## config.mk

```make
export PLATFORM = sky130hd
export DESIGN_NAME = sound_rom_scheduler_flat
export DESIGN_NICKNAME = d
export VERILOG_FILES = /design/src/rtl/sound_rom_scheduler_if.sv /design/src/rtl/sound_rom_scheduler.sv /design/src/flat_wrapper.sv
export SDC_FILE = /design/constraint.sdc
export NUM_CORES = 1
export LEC_CHECK = 0
export CAP_MARGIN = 25
export CORE_UTILIZATION = 54
export CTS_CLUSTER_SIZE = 24
export DETAILED_ROUTE_END_ITERATION = 12
export PLACE_DENSITY = 0.82
export REMOVE_ABC_BUFFERS = 1
export SLEW_MARGIN = 20
export SYNTH_ARGS = -nofsm -noshare
export SYNTH_HDL_FRONTEND = slang
export SYNTH_SLANG_ARGS = --single-unit
```

## constraint.sdc

```tcl
create_clock -name clk -period 4.6 [get_ports clk]
set_input_delay 0.46 -clock clk [delete_from_list [all_inputs] [get_ports clk]]
set_output_delay 0.46 -clock clk [all_outputs]
set_load 0.01 [all_outputs]
```

## src/rtl/sound_rom_scheduler_if.sv

```systemverilog
// Avalon-MM read port bundle between the sound scheduler and the shared sample ROM.
// master = scheduler side, slave = ROM side.
interface sound_rom_scheduler_if;
    logic [16:0] rom_addr;
    logic        rom_read;
    logic [3:0]  rom_burstcount;
    logic        rom_waitrequest;
    logic [31:0] rom_readdata;
    logic        rom_readdatavalid;

    modport master (
        output rom_addr, rom_read, rom_burstcount,
        input  rom_waitrequest, rom_readdata, rom_readdatavalid
    );

    modport slave (
        input  rom_addr, rom_read, rom_burstcount,
        output rom_waitrequest, rom_readdata, rom_readdatavalid
    );
endinterface

```

## src/rtl/sound_rom_scheduler.sv

```systemverilog
// Time-shares one 32-bit sample ROM between NUM_CH sound channels and mixes one sample per period.
// Define SOUND_MIX_SAT_EN to clamp the mix; otherwise the sum is attenuated by $clog2(NUM_CH).
module sound_rom_scheduler #(
    parameter int unsigned NUM_CH     = 4,
    parameter int unsigned SAMPLE_DIV = 1250
) (
    input  logic                  clk,
    input  logic                  resetN,
    input  logic [NUM_CH-1:0]     trigger,
    input  logic [NUM_CH-1:0]     stop,
    input  logic [NUM_CH*17-1:0]  ch_offset,
    input  logic [NUM_CH*18-1:0]  ch_depth,
    input  logic [NUM_CH*8-1:0]   ch_repeats,
    output logic [NUM_CH-1:0]     active,
    sound_rom_scheduler_if.master rom,
    output logic [15:0]           mix_out,
    output logic                  mix_valid,
    output logic                  overrun
);

    localparam int unsigned ChW  = $clog2(NUM_CH + 1);
    localparam int unsigned DivW = (SAMPLE_DIV > 1) ? $clog2(SAMPLE_DIV) : 1;

    typedef enum logic [2:0] {StIdle, StScan, StIssue, StWait, StOut} state_e;

    state_e             state_q, state_d;
    logic [DivW-1:0]    div_q;
    logic               tick;
    logic [ChW-1:0]     ch_q;
    logic signed [19:0] acc_q, acc_sum;
    logic               half_q;
    logic [17:0]        idx_q [NUM_CH];
    logic [7:0]         rem_q [NUM_CH];
    logic [NUM_CH-1:0]  active_q;
    logic [15:0]        mix_q, mix_d;
    logic               overrun_q;
    logic [16:0]        sel_offset;
    logic [17:0]        sel_depth, sel_idx;
    logic               sel_active;
    logic [15:0]        sample;
    logic               scan_done;
    logic               rom_read_d;
    logic [16:0]        rom_addr_d;

    assign tick      = (div_q == DivW'(SAMPLE_DIV - 1));
    assign scan_done = (ch_q == ChW'(NUM_CH));

    always_ff @(posedge clk or negedge resetN) begin
        if (!resetN) begin
            div_q <= '0;
        end else begin
            div_q <= tick ? '0 : div_q + DivW'(1);
        end
    end

    // Per-channel view of the channel currently being scanned.
    always_comb begin
        sel_offset = '0;
        sel_depth  = '0;
        sel_idx    = '0;
        sel_active = 1'b0;
        for (int i = 0; i < NUM_CH; i++) begin
            if (ch_q == ChW'(i)) begin
                sel_offset = ch_offset[i*17 +: 17];
                sel_depth  = ch_depth[i*18 +: 18];
                sel_idx    = idx_q[i];
                sel_active = active_q[i];
            end
        end
    end

    assign sample  = half_q ? rom.rom_readdata[15:0] : rom.rom_readdata[31:16];
    assign acc_sum = acc_q + {{4{sample[15]}}, sample};

`ifdef SOUND_MIX_SAT_EN
    always_comb begin
        if (acc_q > 20'sd32767) begin
            mix_d = 16'h7FFF;
        end else if (acc_q < -20'sd32768) begin
            mix_d = 16'h8000;
        end else begin
            mix_d = acc_q[15:0];
        end
    end
`else
    localparam int unsigned Shift = $clog2(NUM_CH);
    assign mix_d = 16'(acc_q >>> Shift);
`endif

    always_ff @(posedge clk or negedge resetN) begin
        if (!resetN) begin
            state_q <= StIdle;
        end else begin
            state_q <= state_d;
        end
    end

    always_comb begin
        state_d    = state_q;
        rom_read_d = 1'b0;
        rom_addr_d = '0;
        mix_valid  = 1'b0;
        unique case (state_q)
            StIdle:  if (tick) state_d = StScan;
            StScan: begin
                if (scan_done) begin
                    state_d = StOut;
                end else if (sel_active) begin
                    state_d = StIssue;
                end
            end
            StIssue: begin
                rom_read_d = 1'b1;
                rom_addr_d = sel_offset + sel_idx[17:1];
                if (!rom.rom_waitrequest) state_d = StWait;
            end
            StWait:  if (rom.rom_readdatavalid) state_d = StScan;
            StOut: begin
                mix_valid = 1'b1;
                state_d   = StIdle;
            end
            default: state_d = StIdle;
        endcase
    end

    assign rom.rom_read       = rom_read_d;
    assign rom.rom_addr       = rom_addr_d;
    assign rom.rom_burstcount = {3'b000, rom_read_d};

    always_ff @(posedge clk or negedge resetN) begin
        if (!resetN) begin
            ch_q      <= '0;
            acc_q     <= '0;
            half_q    <= 1'b0;
            active_q  <= '0;
            mix_q     <= '0;
            overrun_q <= 1'b0;
            for (int i = 0; i < NUM_CH; i++) begin
                idx_q[i] <= '0;
                rem_q[i] <= '0;
            end
        end else begin
            if (tick && state_q != StIdle) overrun_q <= 1'b1;

            case (state_q)
                StIdle: begin
                    if (tick) begin
                        acc_q <= '0;
                        ch_q  <= '0;
                    end
                end
                StScan: begin
                    if (scan_done) begin
                        mix_q <= mix_d;
                    end else if (!sel_active) begin
                        ch_q <= ch_q + ChW'(1);
                    end
                end
                // Latch the half select so a restart mid-fetch cannot change which half is summed.
                StIssue: if (!rom.rom_waitrequest) half_q <= sel_idx[0];
                StWait: begin
                    if (rom.rom_readdatavalid) begin
                        acc_q <= acc_sum;
                        ch_q  <= ch_q + ChW'(1);
                    end
                end
                default: ;
            endcase

            // Later assignments win: advance, then stop, then trigger.
            for (int i = 0; i < NUM_CH; i++) begin
                if (state_q == StWait && rom.rom_readdatavalid && ch_q == ChW'(i)) begin
                    if (idx_q[i] == ch_depth[i*18 +: 18] - 18'd1) begin
                        idx_q[i] <= '0;
                        if (rem_q[i] == 8'd1) begin
                            active_q[i] <= 1'b0;
                        end else if (rem_q[i] != 8'd0) begin
                            rem_q[i] <= rem_q[i] - 8'd1;
                        end
                    end else begin
                        idx_q[i] <= idx_q[i] + 18'd1;
                    end
                end
                if (stop[i]) active_q[i] <= 1'b0;
                if (trigger[i] && ch_depth[i*18 +: 18] != 18'd0) begin
                    idx_q[i]    <= '0;
                    rem_q[i]    <= ch_repeats[i*8 +: 8];
                    active_q[i] <= 1'b1;
                end
            end
        end
    end

    assign active  = active_q;
    assign mix_out = mix_q;
    assign overrun = overrun_q;

    // sel_depth is kept for visibility of the scanned channel's length in waveforms.
    logic unused_sel_depth;
    assign unused_sel_depth = ^sel_depth;

endmodule

```

## src/flat_wrapper.sv

```systemverilog
// flat-port wrapper written by rule: the top's interface ports become plain ports
module sound_rom_scheduler_flat 
#(
    parameter int unsigned NUM_CH     = 4,
    parameter int unsigned SAMPLE_DIV = 1250
)
  (clk, resetN, trigger, stop, ch_offset, ch_depth, ch_repeats, active, mix_out, mix_valid, overrun, rom_rom_addr, rom_rom_read, rom_rom_burstcount, rom_rom_waitrequest, rom_rom_readdata, rom_rom_readdatavalid);
  sound_rom_scheduler_if rom_i ();
  input  logic clk;
  input  logic resetN;
  input  logic [NUM_CH-1:0] trigger;
  input  logic [NUM_CH-1:0] stop;
  input  logic [NUM_CH*17-1:0] ch_offset;
  input  logic [NUM_CH*18-1:0] ch_depth;
  input  logic [NUM_CH*8-1:0] ch_repeats;
  output logic [NUM_CH-1:0] active;
  output logic [15:0] mix_out;
  output logic mix_valid;
  output logic overrun;
  output wire logic [$bits(rom_i.rom_addr)-1:0] rom_rom_addr;
  output wire logic [$bits(rom_i.rom_read)-1:0] rom_rom_read;
  output wire logic [$bits(rom_i.rom_burstcount)-1:0] rom_rom_burstcount;
  input wire logic [$bits(rom_i.rom_waitrequest)-1:0] rom_rom_waitrequest;
  input wire logic [$bits(rom_i.rom_readdata)-1:0] rom_rom_readdata;
  input wire logic [$bits(rom_i.rom_readdatavalid)-1:0] rom_rom_readdatavalid;
  assign rom_rom_addr = rom_i.rom_addr;
  assign rom_rom_read = rom_i.rom_read;
  assign rom_rom_burstcount = rom_i.rom_burstcount;
  assign rom_i.rom_waitrequest = rom_rom_waitrequest;
  assign rom_i.rom_readdata = rom_rom_readdata;
  assign rom_i.rom_readdatavalid = rom_rom_readdatavalid;
  sound_rom_scheduler #(.NUM_CH(NUM_CH), .SAMPLE_DIV(SAMPLE_DIV)) u_core (.clk(clk), .resetN(resetN), .trigger(trigger), .stop(stop), .ch_offset(ch_offset), .ch_depth(ch_depth), .ch_repeats(ch_repeats), .active(active), .rom(rom_i), .mix_out(mix_out), .mix_valid(mix_valid), .overrun(overrun));
endmodule
```

==> results.toml <==
[worst_setup_path]
crit_path_end_kind = "primary output"
r2r-end = "u_core.acc_q[14]$_DFFE_PN0P_"
worstPathMaxFanout = 10
critPathArrivalTime_ns = 4.05
r2r_cells = 12
rrSetupSlack_ns = 0.97
worstPathRequired_ns = 4.14
cp-startpoint = "u_core.ch_q[1]$_DFFE_PN0P_"
worstSetupStartpointType = "flop"
r2r_start = "u_core.half_q$_DFFE_PN0P_"
endpoint = "rom_rom_addr[14]"
critPathKind = "flop to primary output"

[route]
drt_iter0_markers = 1271
first_pass_iters = 5
via_per_inst = 6.37
drc = 0
ant_nets = 0
routedWlPerCell_microns = 19.6
vias = 14073
routed_wl_microns = 43200

[clock_tree]
clk_pin_slew_ns = 0.07
htree_levels = 4
cts_tree = "built"
clk_latency_ns = 0.44
postCtsHoldBufs = 0
cts-root-buf = "clkbuf_16"
ctsLongestPathBuffers = 2
cts_sinks = 161
numCtsBuffers = 17

[die]
die-height_microns = 161
pin_count = 260
die_x_microns = 161
num_rows = 57
dieArea_sq_um = 25900
start_util = 0.556
core-area_sq_um = 24500

[logic_synthesis]
yosys-top-cells-area = "dfrtp_1 (30%), ha_1 (5.5%), xnor2_1 (5.1%), o21ai_0 (4.3%), xor2_1 (3.2%)"
synth_top_area_share = 0.295
synth-warning-count = 0
synth_cells = 1646
synth.most_common_cell = "dfrtp_1"
async_reset_ff_frac = 1.00
synth_cell_type_count = 79
ys_ff_latch = 161
yosys-top-cells-count = "dfrtp_1 (161), o21ai_0 (118), nand2_1 (116)"
synthFlopType = "dfrtp_1"
synth.largest_area_cell = "dfrtp_1"
synthesis.area_sq_um = 13600
syn_avg_cell_area_sq_um = 8.29
yosysSeqAreaShare = 0.295
synth_edf_count = 0

[placed_design]
dp_hpwl_microns = 32800
portBuffers = 256
gp_congestion = 0.922
place_area_sq_um = 16500
place_ws_ns = -0.0183

[timing]
min_period_ns = 4.51
period_share = 0.980
setup-violations-final = 0
max-slew-margin-rel = 0.369
setup_ws_ns = 0.0939
tightest_slew_ns = 0.944
fmax_mhz = 222
skew_ns = 0.0172
hold_viol = 0
grt_setup_unrepaired = "yes"
drv_slew = 0

[final_layout]
nets = 2150
area_growth_pct = 26.7
design_area_sq_um = 17300
diodes = 0
n_fill_cell = 1960
drive_gt1_frac = 0.0870

[grt]
overflow = 0
antenna_found_initial = 0
grt_max_degree = 88
grt_pass1_wl_microns = 68600
grt_pass1_vias = 13270
grt_usage = 0.330

[power_and_ir_drop]
ir_drop_v = 0.000336
p_leak_nw = 7.23
powerDensity_nw_per_um2 = 381

[run_status]
status = "finished clean"

[run]
cap_violations = 0

[hold_path]
min_path_type = "input pin to async pin"
cell families (layout without fill, tap and decap cells):
logic type,after synthesis,count (layout),synth area share
XOR/XNOR,129,129,0.0828
multiplexers,46,46,0.0372
adder cells (fa/ha/maj),62,62,0.0579
flip-flops,161,161,0.295
AO/OA/AOI/OAI,465,465,0.234
buffers and inverters,149,386,0.0441
other,1,3,0.000275
AND/OR/NAND/NOR,633,633,0.248
stage by stage:
step	power, mW	TNS [ns]	hold WS, ns	instances	util
finish	6.59	0	0.0689	2209	0.705
global route	6.95	-0.131	0.150	2209	0.705
CTS	6.45	-0.0537	0.117	2203	0.702
detailed placement	4.84	-0.0248	0.468	2167	0.674
global placement	4.77	0	0.440	2167	0.674
floorplan	3.66	-0.585	0.164	1554	-
where the power goes:
part           internal (mW)  switching [mW]
clock network          0.892           0.667
registers               1.57           0.168
logic                   1.54            1.75
total                   4.01            2.58
routing by layer:
layer | part of all wire | vias to the layer above | wire length, microns | GRT usage
li1 | - | 6599 | - | -
met1 | 0.41 | 6751 | 17700 | 0.417
met2 | 0.47 | 626 | 20300 | 0.551
met3 | 0.089 | 97 | 3860 | 0.0762
met4 | 0.030 | 0 | 1300 | 0.116
met5 | 0 | - | 0 | 0
cell usage in the layout (no fill, tap or decap), types with 56 or more instances in the layout:
| cell | n |
|---|---|
| nor3_1 | 57 |
| clkdlybuf4s50_1 | 244 |
| ha_1 | 56 |
| nor2_1 | 106 |
| o21ai_0 | 111 |
| nand3_1 | 62 |
| xnor2_1 | 79 |
| dfrtp_1 | 161 |
| nand2_1 | 116 |
| a21oi_1 | 67 |
worst max-delay path: stages (launching register included):
cell and delay [ns]:
dfrtp_1 0.42, inv_1 0.10, ha_2 0.21, nand2b_4 0.07, nor2_4 0.20, buf_4 0.22
a221o_1 0.15, o21ai_0 0.09, o21ai_1 0.20, ha_1 0.30, a21o_1 0.20, a21o_1 0.17
a21o_1 0.21, a21oi_2 0.18, a21boi_2 0.09, o31a_1 0.32, a211oi_1 0.26, clkbuf_2 0.21
how the worst min path moves through the flow:
stage | endpoint | slack [ns]
floorplan | u_core.acc_q[0]$_DFFE_PN0P_ | 0.16
global route | u_core.div_q[3]$_DFF_PN0_ | 0.15
detailed placement | u_core.overrun$_DFFE_PN0P_ | 0.47
global placement | u_core.overrun$_DFFE_PN0P_ | 0.44
CTS | u_core.div_q[3]$_DFF_PN0_ | 0.12
finish | u_core.div_q[3]$_DFF_PN0_ | 0.07
cell type report:
class | count | area [sq um] | share of cell area
multi-input combinational | 1338 | 9110 | 0.527
inverter | 55 | 206 | 0.0119
timing repair buffer | 299 | 2910 | 0.168
clock buffer | 18 | 439 | 0.0254
clock inverter | 14 | 194 | 0.0112
tap | 324 | 405 | 0.0234
sequential | 161 | 4030 | 0.233
state kept, by name (all words and copies together), names as in the netlist:
signal / count
u_core.rem_q: 32
u_core.acc_q: 18
u_core.overrun: 1
u_core.idx_q: 72
u_core.state_q: 3
u_core.active: 4
u_core.half_q: 1
u_core.div_q: 11
u_core.ch_q: 3
u_core.mix_out: 16
what timing repair did:
action | 4_1_cts | 5_1_grt
gates cloned | 0 | 0
gates resized for setup | 25 | 26
buffers inserted | 4 | 7
setup endpoints to repair | 11 | 13
pin swaps | 4 | 3
Note: power is estimated with default switching activity, not from simulation.
